<file path="src/rtl/sw_debounce.sv">
`default_nettype none
//============================================================================
// Module   : sw_debounce
// Purpose  : Synchronises and debounces WIDTH slide switches against a shared
//            slow sample tick; emits a clean switch word and a change strobe.
//            Optional per-bit rise/fall pulses when SW_EDGE_EN is defined.
// Revision : 1.0 - initial release
//============================================================================
module sw_debounce #(
    parameter int WIDTH        = 16,
    parameter int TICK_DIV     = 100000,
    parameter int STABLE_TICKS = 10,
    parameter int SYNC_STAGES  = 2
) (
    input  logic             clk_i,
    input  logic             rstn_i,
    input  logic [WIDTH-1:0] sw_raw_i,
    output logic [WIDTH-1:0] sw_o,
    output logic             changed_o,
    output logic [WIDTH-1:0] rise_o,
    output logic [WIDTH-1:0] fall_o
);

    localparam int C_CNT_W = $clog2(STABLE_TICKS + 1);
    localparam int C_PRE_W = (TICK_DIV > 1) ? $clog2(TICK_DIV) : 1;

    generate
        if (TICK_DIV < 1 || STABLE_TICKS < 1 || SYNC_STAGES < 2) begin : g_param_check
            $error("sw_debounce: illegal parameters (TICK_DIV>=1, STABLE_TICKS>=1, SYNC_STAGES>=2)");
        end
    endgenerate

    logic [SYNC_STAGES-1:0][WIDTH-1:0]   sync_q, sync_d;
    logic [C_PRE_W-1:0]                  pre_q, pre_d;
    logic [WIDTH-1:0][C_CNT_W-1:0]       cnt_q, cnt_d;
    logic [WIDTH-1:0]                    sw_q, sw_d;
    logic                                changed_q, changed_d;
    logic [WIDTH-1:0]                    sw_sync;
    logic                                tick;

    assign sw_sync = sync_q[SYNC_STAGES-1];
    assign tick    = (pre_q == C_PRE_W'(TICK_DIV - 1));

    always_comb begin
        sync_d    = {sync_q[SYNC_STAGES-2:0], sw_raw_i};
        pre_d     = tick ? '0 : pre_q + C_PRE_W'(1);
        cnt_d     = cnt_q;
        sw_d      = sw_q;
        // Agreement restarts the count, so only an uninterrupted run of
        // disagreeing ticks can ever flip an output bit.
        for (int b = 0; b < WIDTH; b++) begin
            if (sw_sync[b] == sw_q[b]) begin
                cnt_d[b] = '0;
            end else if (tick) begin
                if (cnt_q[b] == C_CNT_W'(STABLE_TICKS - 1)) begin
                    sw_d[b]  = sw_sync[b];
                    cnt_d[b] = '0;
                end else begin
                    cnt_d[b] = cnt_q[b] + C_CNT_W'(1);
                end
            end
        end
        changed_d = |(sw_d ^ sw_q);
    end

    always_ff @(posedge clk_i) begin
        if (!rstn_i) begin
            sync_q    <= '0;
            pre_q     <= '0;
            cnt_q     <= '0;
            sw_q      <= '0;
            changed_q <= 1'b0;
        end else begin
            sync_q    <= sync_d;
            pre_q     <= pre_d;
            cnt_q     <= cnt_d;
            sw_q      <= sw_d;
            changed_q <= changed_d;
        end
    end

    assign sw_o      = sw_q;
    assign changed_o = changed_q;

`ifdef SW_EDGE_EN
    logic [WIDTH-1:0] rise_q, rise_d;
    logic [WIDTH-1:0] fall_q, fall_d;

    always_comb begin
        rise_d = sw_d & ~sw_q;
        fall_d = sw_q & ~sw_d;
    end

    always_ff @(posedge clk_i) begin
        if (!rstn_i) begin
            rise_q <= '0;
            fall_q <= '0;
        end else begin
            rise_q <= rise_d;
            fall_q <= fall_d;
        end
    end

    assign rise_o = rise_q;
    assign fall_o = fall_q;
`else
    assign rise_o = '0;
    assign fall_o = '0;
`endif

endmodule
`default_nettype wire
</file>
<file path="config.mk">
export PLATFORM = sky130hd
export DESIGN_NAME = sw_debounce
export DESIGN_NICKNAME = d
export VERILOG_FILES = /design/src/rtl/sw_debounce.sv
export SDC_FILE = /design/constraint.sdc
export NUM_CORES = 1
export LEC_CHECK = 0
export ABC_AREA = 1
export CORE_MARGIN = 2
export CORE_UTILIZATION = 40
export CTS_CLUSTER_DIAMETER = 60
export DETAILED_ROUTE_END_ITERATION = 12
export SETUP_SLACK_MARGIN = 0.5
export SKIP_CTS_REPAIR_TIMING = 1
export SYNTH_ARGS = -nofsm -noshare
export SYNTH_HDL_FRONTEND = slang
export SYNTH_SLANG_ARGS = --single-unit
</file>
<file path="constraint.sdc">
create_clock -name clk_i -period 2 [get_ports clk_i]
set_input_delay 0.3 -clock clk_i [delete_from_list [all_inputs] [get_ports clk_i]]
set_output_delay 0.3 -clock clk_i [all_outputs]
set_load 0.02 [all_outputs]
</file>
## Word level (Yosys, flattened, before mapping)

Index checks and enable logic that the tools add are counted.
W data, S select, Z words.

- Muxes and demuxes: 64
- Bitwise gates (word level): 2
- Equal/unequal tests: 33
- Reductions and logical operators: 18
- Add/sub/neg operators: 17

Operator list:

| cell | count |
|---|---|
| $add A4 B1 Y4 const B | 16 |
| $eq A4 B4 Y1 const B | 16 |
| $mux W4 | 16 |
| $mux W1 | 48 |
| $reduce_or A2 Y1 | 17 |
| $add A17 B1 Y17 const B | 1 |
| $eq A17 B17 Y1 const B | 1 |
| $eq A1 B1 Y1 | 16 |
| $reduce_or A16 Y1 | 1 |
| $xor A16 B16 Y16 | 1 |
| $not A1 Y1 | 1 |

- Output and inout bits: 49
- Register bits after elaboration: 130
- Word-level logic and storage cells: 155

## Longest topological paths before layout

- Word-level depth: 6
- Depth in mapped cells: 11
- Gate-level depth less buffers: 10

## Least setup slack after synthesis

Ideal clock, no wire load.

- Path type: register -> register
- From: register pre_q[0]
- To: register cnt_q[13] (netlist bit)
- Setup slack: 0.136 ns
- Data required time: 1.875 ns
- Cell stages (with the launch flop): 9
- Period minus slack after synthesis: 1.864 ns
- Setup time: 0.125 ns
- Arrival time: 1.739 ns
- Path through: dfxtp_1 ha_1 nand3_1 nor3_4 nand2_4 buf_2 buf_2 o21bai_1 o32ai_1

- Longest elaborated chain between the ends: 1

RTL lines:

| what | line | text |
|---|---|---|
| start: declaration | 34 | `logic [C_PRE_W-1:0] pre_q, pre_d;` |
| start signal: assignment | 75 | `pre_q <= pre_d;` |
| $eq A17 B17 Y1 | 42 | `assign tick = (pre_q == C_PRE_W'(TICK_DIV - 1));` |
| end signal: assignment | 76 | `cnt_q <= cnt_d;` |
| end: declaration | 35 | `logic [WIDTH-1:0][C_CNT_W-1:0] cnt_q, cnt_d;` |

Every way passes these cells.
A chain may end at the register's enable or synchronous reset.

## Worst setup path in the final report

- From: register pre_q[0]
- To: register cnt_q[27] (netlist bit)

The elaborated chain is that of the path after synthesis.

==> flow_summary.json <==
{
  "status": "completed",
  "pin_count": 67,
  "max_freq_ghz": 0.547,
  "antenna_found_initial": 0,
  "synth_edf_count": 0,
  "ys_types": 36,
  "hold_path_class": "input port to flip-flop",
  "htree_levels": 4,
  "finalPower_mw": 5.86,
  "die_h_um": 125,
  "postRouteAntennaNets": 0,
  "core_um2": 14400,
  "grt_pass1_wl_um": 19300,
  "relSlewSlack": 0.619,
  "yosys.area.top_type_share": 0.447,
  "cts_tree": "built",
  "clock_latency_ps": 420,
  "die_w_um": 125,
  "yosysTopAreaCell": "dfxtp_1",
  "p_per_area_nw_per_um2": 750,
  "clock-sinks": 130,
  "clock_path_buffers": 2,
  "cts_buffers": 17,
  "dp.final_hpwl_um": 7950,
  "first_iter_violations": 252,
  "wl_um": 12700,
  "first_pass_iters": 5,
  "yosysSeqAreaShare": 0.447,
  "synthTopCellsByArea": "dfxtp_1 (45%), nand2_1 (8.3%), inv_1 (7.2%)",
  "worstPathRequired_ps": 2320,
  "gp_congestion": 0.783,
  "synth-seq-cells": 130,
  "finClkSkew_ps": 10.9,
  "arrival_ps": 2150,
  "path_clk_slew_ps": 60,
  "syn_inst": 761,
  "drc": 0,
  "vias_per_cell": 4.65,
  "netlist_area_um2": 5820,
  "final-max-slew-violation-count": 0,
  "max_cap_violations": 0,
  "layout.cells.most_common": "nand2_1",
  "startpoint": "pre_q[0]",
  "grt_max_degree": 24,
  "grt_usage": 0.154,
  "antenna_cells": 0,
  "area_growth_pct": 34.3,
  "finalSetupViolCount": 0,
  "p_leak_nw": 3.65,
  "synth_warnings": 0,
  "cp-end-kind": "flip-flop",
  "cp_max_fo": 6,
  "place_inst": 980,
  "reg2reg_from": "pre_q[0]",
  "num_vias": 4862,
  "peakVddDrop_mv": 0.529,
  "layout_common_cells": "nand2_1 (126), dfxtp_1 (125), inv_1 (108)",
  "port_buffers": 34,
  "gr-total-overflow": 0,
  "tightest_slew_ps": 572,
  "synthFlopType": "dfxtp_1",
  "critPathKind": "flip-flop to flip-flop",
  "cp-start-kind": "flip-flop",
  "initial_core_util": 0.405,
  "min_period_over_period": 0.914,
  "instances_no_fill": 1046,
  "synth.avg_cell_area_um2": 7.65,
  "rsz0062_at_grt": "yes",
  "hold_violations": 0,
  "drive_above_1_share": 0.223,
  "ctsRootBufferMaster": "clkbuf_16",
  "min_period_ps": 1830,
  "num_rows": 44,
  "finalSetupTns_ps": 0,
  "die_area_um2": 15500,
  "grt_pass1_vias": 4169,
  "wl_per_cell_um": 12.2,
  "fin_nets": 868,
  "worstHoldStart": "rstn_i",
  "synthArstFlopShare": 0
}
## stage by stage
stage / utilization / hold slack (ps) / area (µm²) / setup WS, ps
3_5_place_dp: 0.446 / 399 / 6410 / 168
6_report: 0.544 / 363 / 7820 / 172
4_1_cts: 0.486 / 343 / 6990 / 160
5_1_grt: 0.544 / 400 / 7820 / 69.9
3_3_place_gp: 0.446 / 394 / 6410 / 207
2_1_floorplan: - / 390 / 6040 / 355
## routing by layer
layer,GRT usage,wire [µm],vias up
met5,0,0,-
met4,0.0701,244,0
met3,0.0412,393,19
met2,0.229,5830,81
met1,0.207,6240,2194
li1,-,-,2568
## kinds of logic after synthesis
| group | count (synthesis) | synth area share |
|---|---|---|
| simple gates | 334 | 0.280 |
| buf+inv | 163 | 0.131 |
| flops | 130 | 0.447 |
| compound gates | 104 | 0.0973 |
| xor+xnor | 28 | 0.0421 |
| fa+ha+maj | 1 | 0.00215 |
| other cells | 1 | 0.000644 |
## final timing paths
path                 endpoint  slack, ps  cells after the start
setup reg to reg    cnt_q[27]        170                     11
hold / removal    sw_sync[11]        360                      3
hold reg to reg   sw_sync[14]        410                      2
setup / recovery    cnt_q[27]        170                     11
## power breakdown
| group | switching [mW] | total, mW | internal [mW] | leakage (nW) |
|---|---|---|---|---|
| clock network | 1.13 | 3.00 | 1.86 | 0.285 |
| registers | 0.0185 | 2.65 | 2.63 | 1.06 |
| logic | 0.139 | 0.223 | 0.0834 | 2.31 |
## layout make-up
class,count,area [µm²]
timing repair buffer,85,931
clock buffer,23,498
tap,184,230
sequential,130,2610
multi-input combinational,501,3030
clock inverter,9,78.8
timing repair inverter,1,6.26
inverter,113,437
fill,1289,6550
## sequential cells by signal, summed over array words and instances (netlist names)
name	flops
cnt_q	64
sw_sync	16
changed_o	1
sync_d	16
sw_o	16
pre_q	17
## synth_stat cells (7+ instances only)
| cell type | instances |
|---|---|
| buf_4 | 36 |
| a21oi_1 | 49 |
| inv_1 | 112 |
| o21ai_0 | 32 |
| nor2_1 | 76 |
| nor3_1 | 23 |
| o21a_1 | 7 |
| dfxtp_1 | 130 |
| nor3_2 | 12 |
| clkbuf_1 | 7 |
| a31oi_1 | 8 |
| nand2_1 | 128 |
| xor2_1 | 23 |
| nand4_1 | 23 |
| nand3_1 | 23 |
| nor3b_1 | 12 |
| or2_2 | 21 |
## critical path: stages (launching register included)
cell and delay (ps):
dfxtp_4 360, ha_4 150, nand3_4 100, nor3_4 240
buf_6 170, nand2_8 90, buf_12 160, nor2_4 120
nand3_2 90, inv_2 80, nand2_1 40, and3_1 130
Power figures use the tool's default switching activity.
==> variant, RTL diff (config.mk and constraints unchanged) <==
Put one more register stage on the output `sw_o`, cleared by the reset. The value now appears one clock later. The other outputs are not delayed to match.
--- a/src/rtl/sw_debounce.sv
+++ b/src/rtl/sw_debounce.sv
@@ -79,7 +79,13 @@
         end
     end
 
-    assign sw_o      = sw_q;
+    always_ff @(posedge clk_i) begin
+        if (!rstn_i) begin
+            sw_o <= '0;
+        end else begin
+            sw_o <= sw_q;
+        end
+    end
     assign changed_o = changed_q;
 
 `ifdef SW_EDGE_EN
Check against the original RTL: same outputs for any inputs over 10 cycles, from zero or initial values and one cycle with rstn_i low; that may be too few to reach the edited logic, so the function may still have changed.
==> variant against the original RTL <==
Non-clock buffer count is 5 higher; area after synthesis rose by 7.0%; fmax rose by 0.64%; critical path depth rose by 1; total power is 16% higher; routed wire length is 12% higher; final area is 7.2% higher; clock power up 21%; sequential cell count increased by 16; clock skew decreased by 4.6 ps; setup slack improved by 12 ps; largest power group unchanged.
==> variant: results (changes against the original RTL) <==
Placed design
  • Total half-perimeter wirelength after legalization and detailed placement: 8126 um (+2.2%)
  • RD Place Congestion: 0.7996 (+2.1%)
  • Placed insts: 1,024 (+4.5%)
  • Total placed instance area: 0.006766 mm^2 (+5.6%)

Critical path
  • Critical Path Fanout Max: 7 (+1)

Cells and area
  • Layout cell share with drive strength beyond 1: 20.20% (-2.1 points)
  • Net count reported at finish: 918 (+5.8%)

Synthesis
  • Sequential area share after synthesis: 46.90% (+2.2 points)
  • Post-synthesis adder-cell area fraction: 0.2008% (-0.014 points)
  • Post-synthesis compound-gate area fraction: 9.115% (-0.62 points)
  • Distinct cell type count of the synthesized netlist: 35 (-2.8%)
  • Commonest cells in the netlist: 159 x sky130_fd_sc_hd__nand2_1, 146 x sky130_fd_sc_hd__dfxtp_1, 124 x sky130_fd_sc_hd__inv_1
  • Synth area leaders: sky130_fd_sc_hd__dfxtp_1 47%, sky130_fd_sc_hd__nand2_1 9.6%, sky130_fd_sc_hd__inv_1 7.5%
  • XOR/XNOR Fraction of Synth Area: 3.373% (-0.84 points)

Timing
  • Highest Clock Rate: 0.5506 GHz (+0.64%)
  • Worst hold margin: 336.3 ps (-27.18 ps)
  • Post-route clock skew: 6.346 ps (-4.574 ps)

Drt
  • Met2 layer wire length in the routed design: 6884 um (+18%)
  • Number of vias per cell after detailed routing: 4.745 (+2.1%)
  • Vias after detailed routing: 5,215 (+7.3%)
  • DRT iter0 DRCs: 244 (-3.2%)
  • WL met3: 560 um (+42%)
  • Routed metal-1 wire length: 6532 um (+4.7%)

Status
  • Status: finished clean

Worst hold path
  • Hold Path Depth: 4 (+1)
  • WHS Endpoint: sync_d[18]

GRT
  • Number of global-route vias before repair: 4,549 (+9.1%)
  • Fraction of met2 tracks used by global routing: 25.21% (+2.3 points)
  • Global-route total usage across every layer: 15.57% (+0.21 points)
  • Largest net degree at the start of global routing: 68 (+180%)
## variant: cell types whose count changed in the layout (fill, tap and decap cells not counted), moves of 8 or more
cell                      delta
sky130_fd_sc_hd__inv_1      +12
sky130_fd_sc_hd__nand2_2     +8
sky130_fd_sc_hd__nor3_1     +19
sky130_fd_sc_hd__nor3_4     -11
sky130_fd_sc_hd__o21ai_0    -11
sky130_fd_sc_hd__or2_2      -14
sky130_fd_sc_hd__dfxtp_1    +13
sky130_fd_sc_hd__nand2_1    +21
## variant: final cells by class
class	count	area (um^2)
Clock buffer	22	474.2
Sequential cell	146	2935
Fill cell	1383	6820
Inverter	126	480.5
Multi-Input combinational cell	518	3045
Timing Repair Buffer	90	1010
Clock inverter	9	201.4
Tap cell	188	235.2
## variant: where the power goes
group          total (mW)  internal [mW]  switching [mW]  leakage [nW]
logic               0.229         0.0812           0.148          2.36
registers            2.97           2.95          0.0215          1.19
clock network        3.62           2.43            1.19         0.326
total                6.81           5.46            1.36          3.88
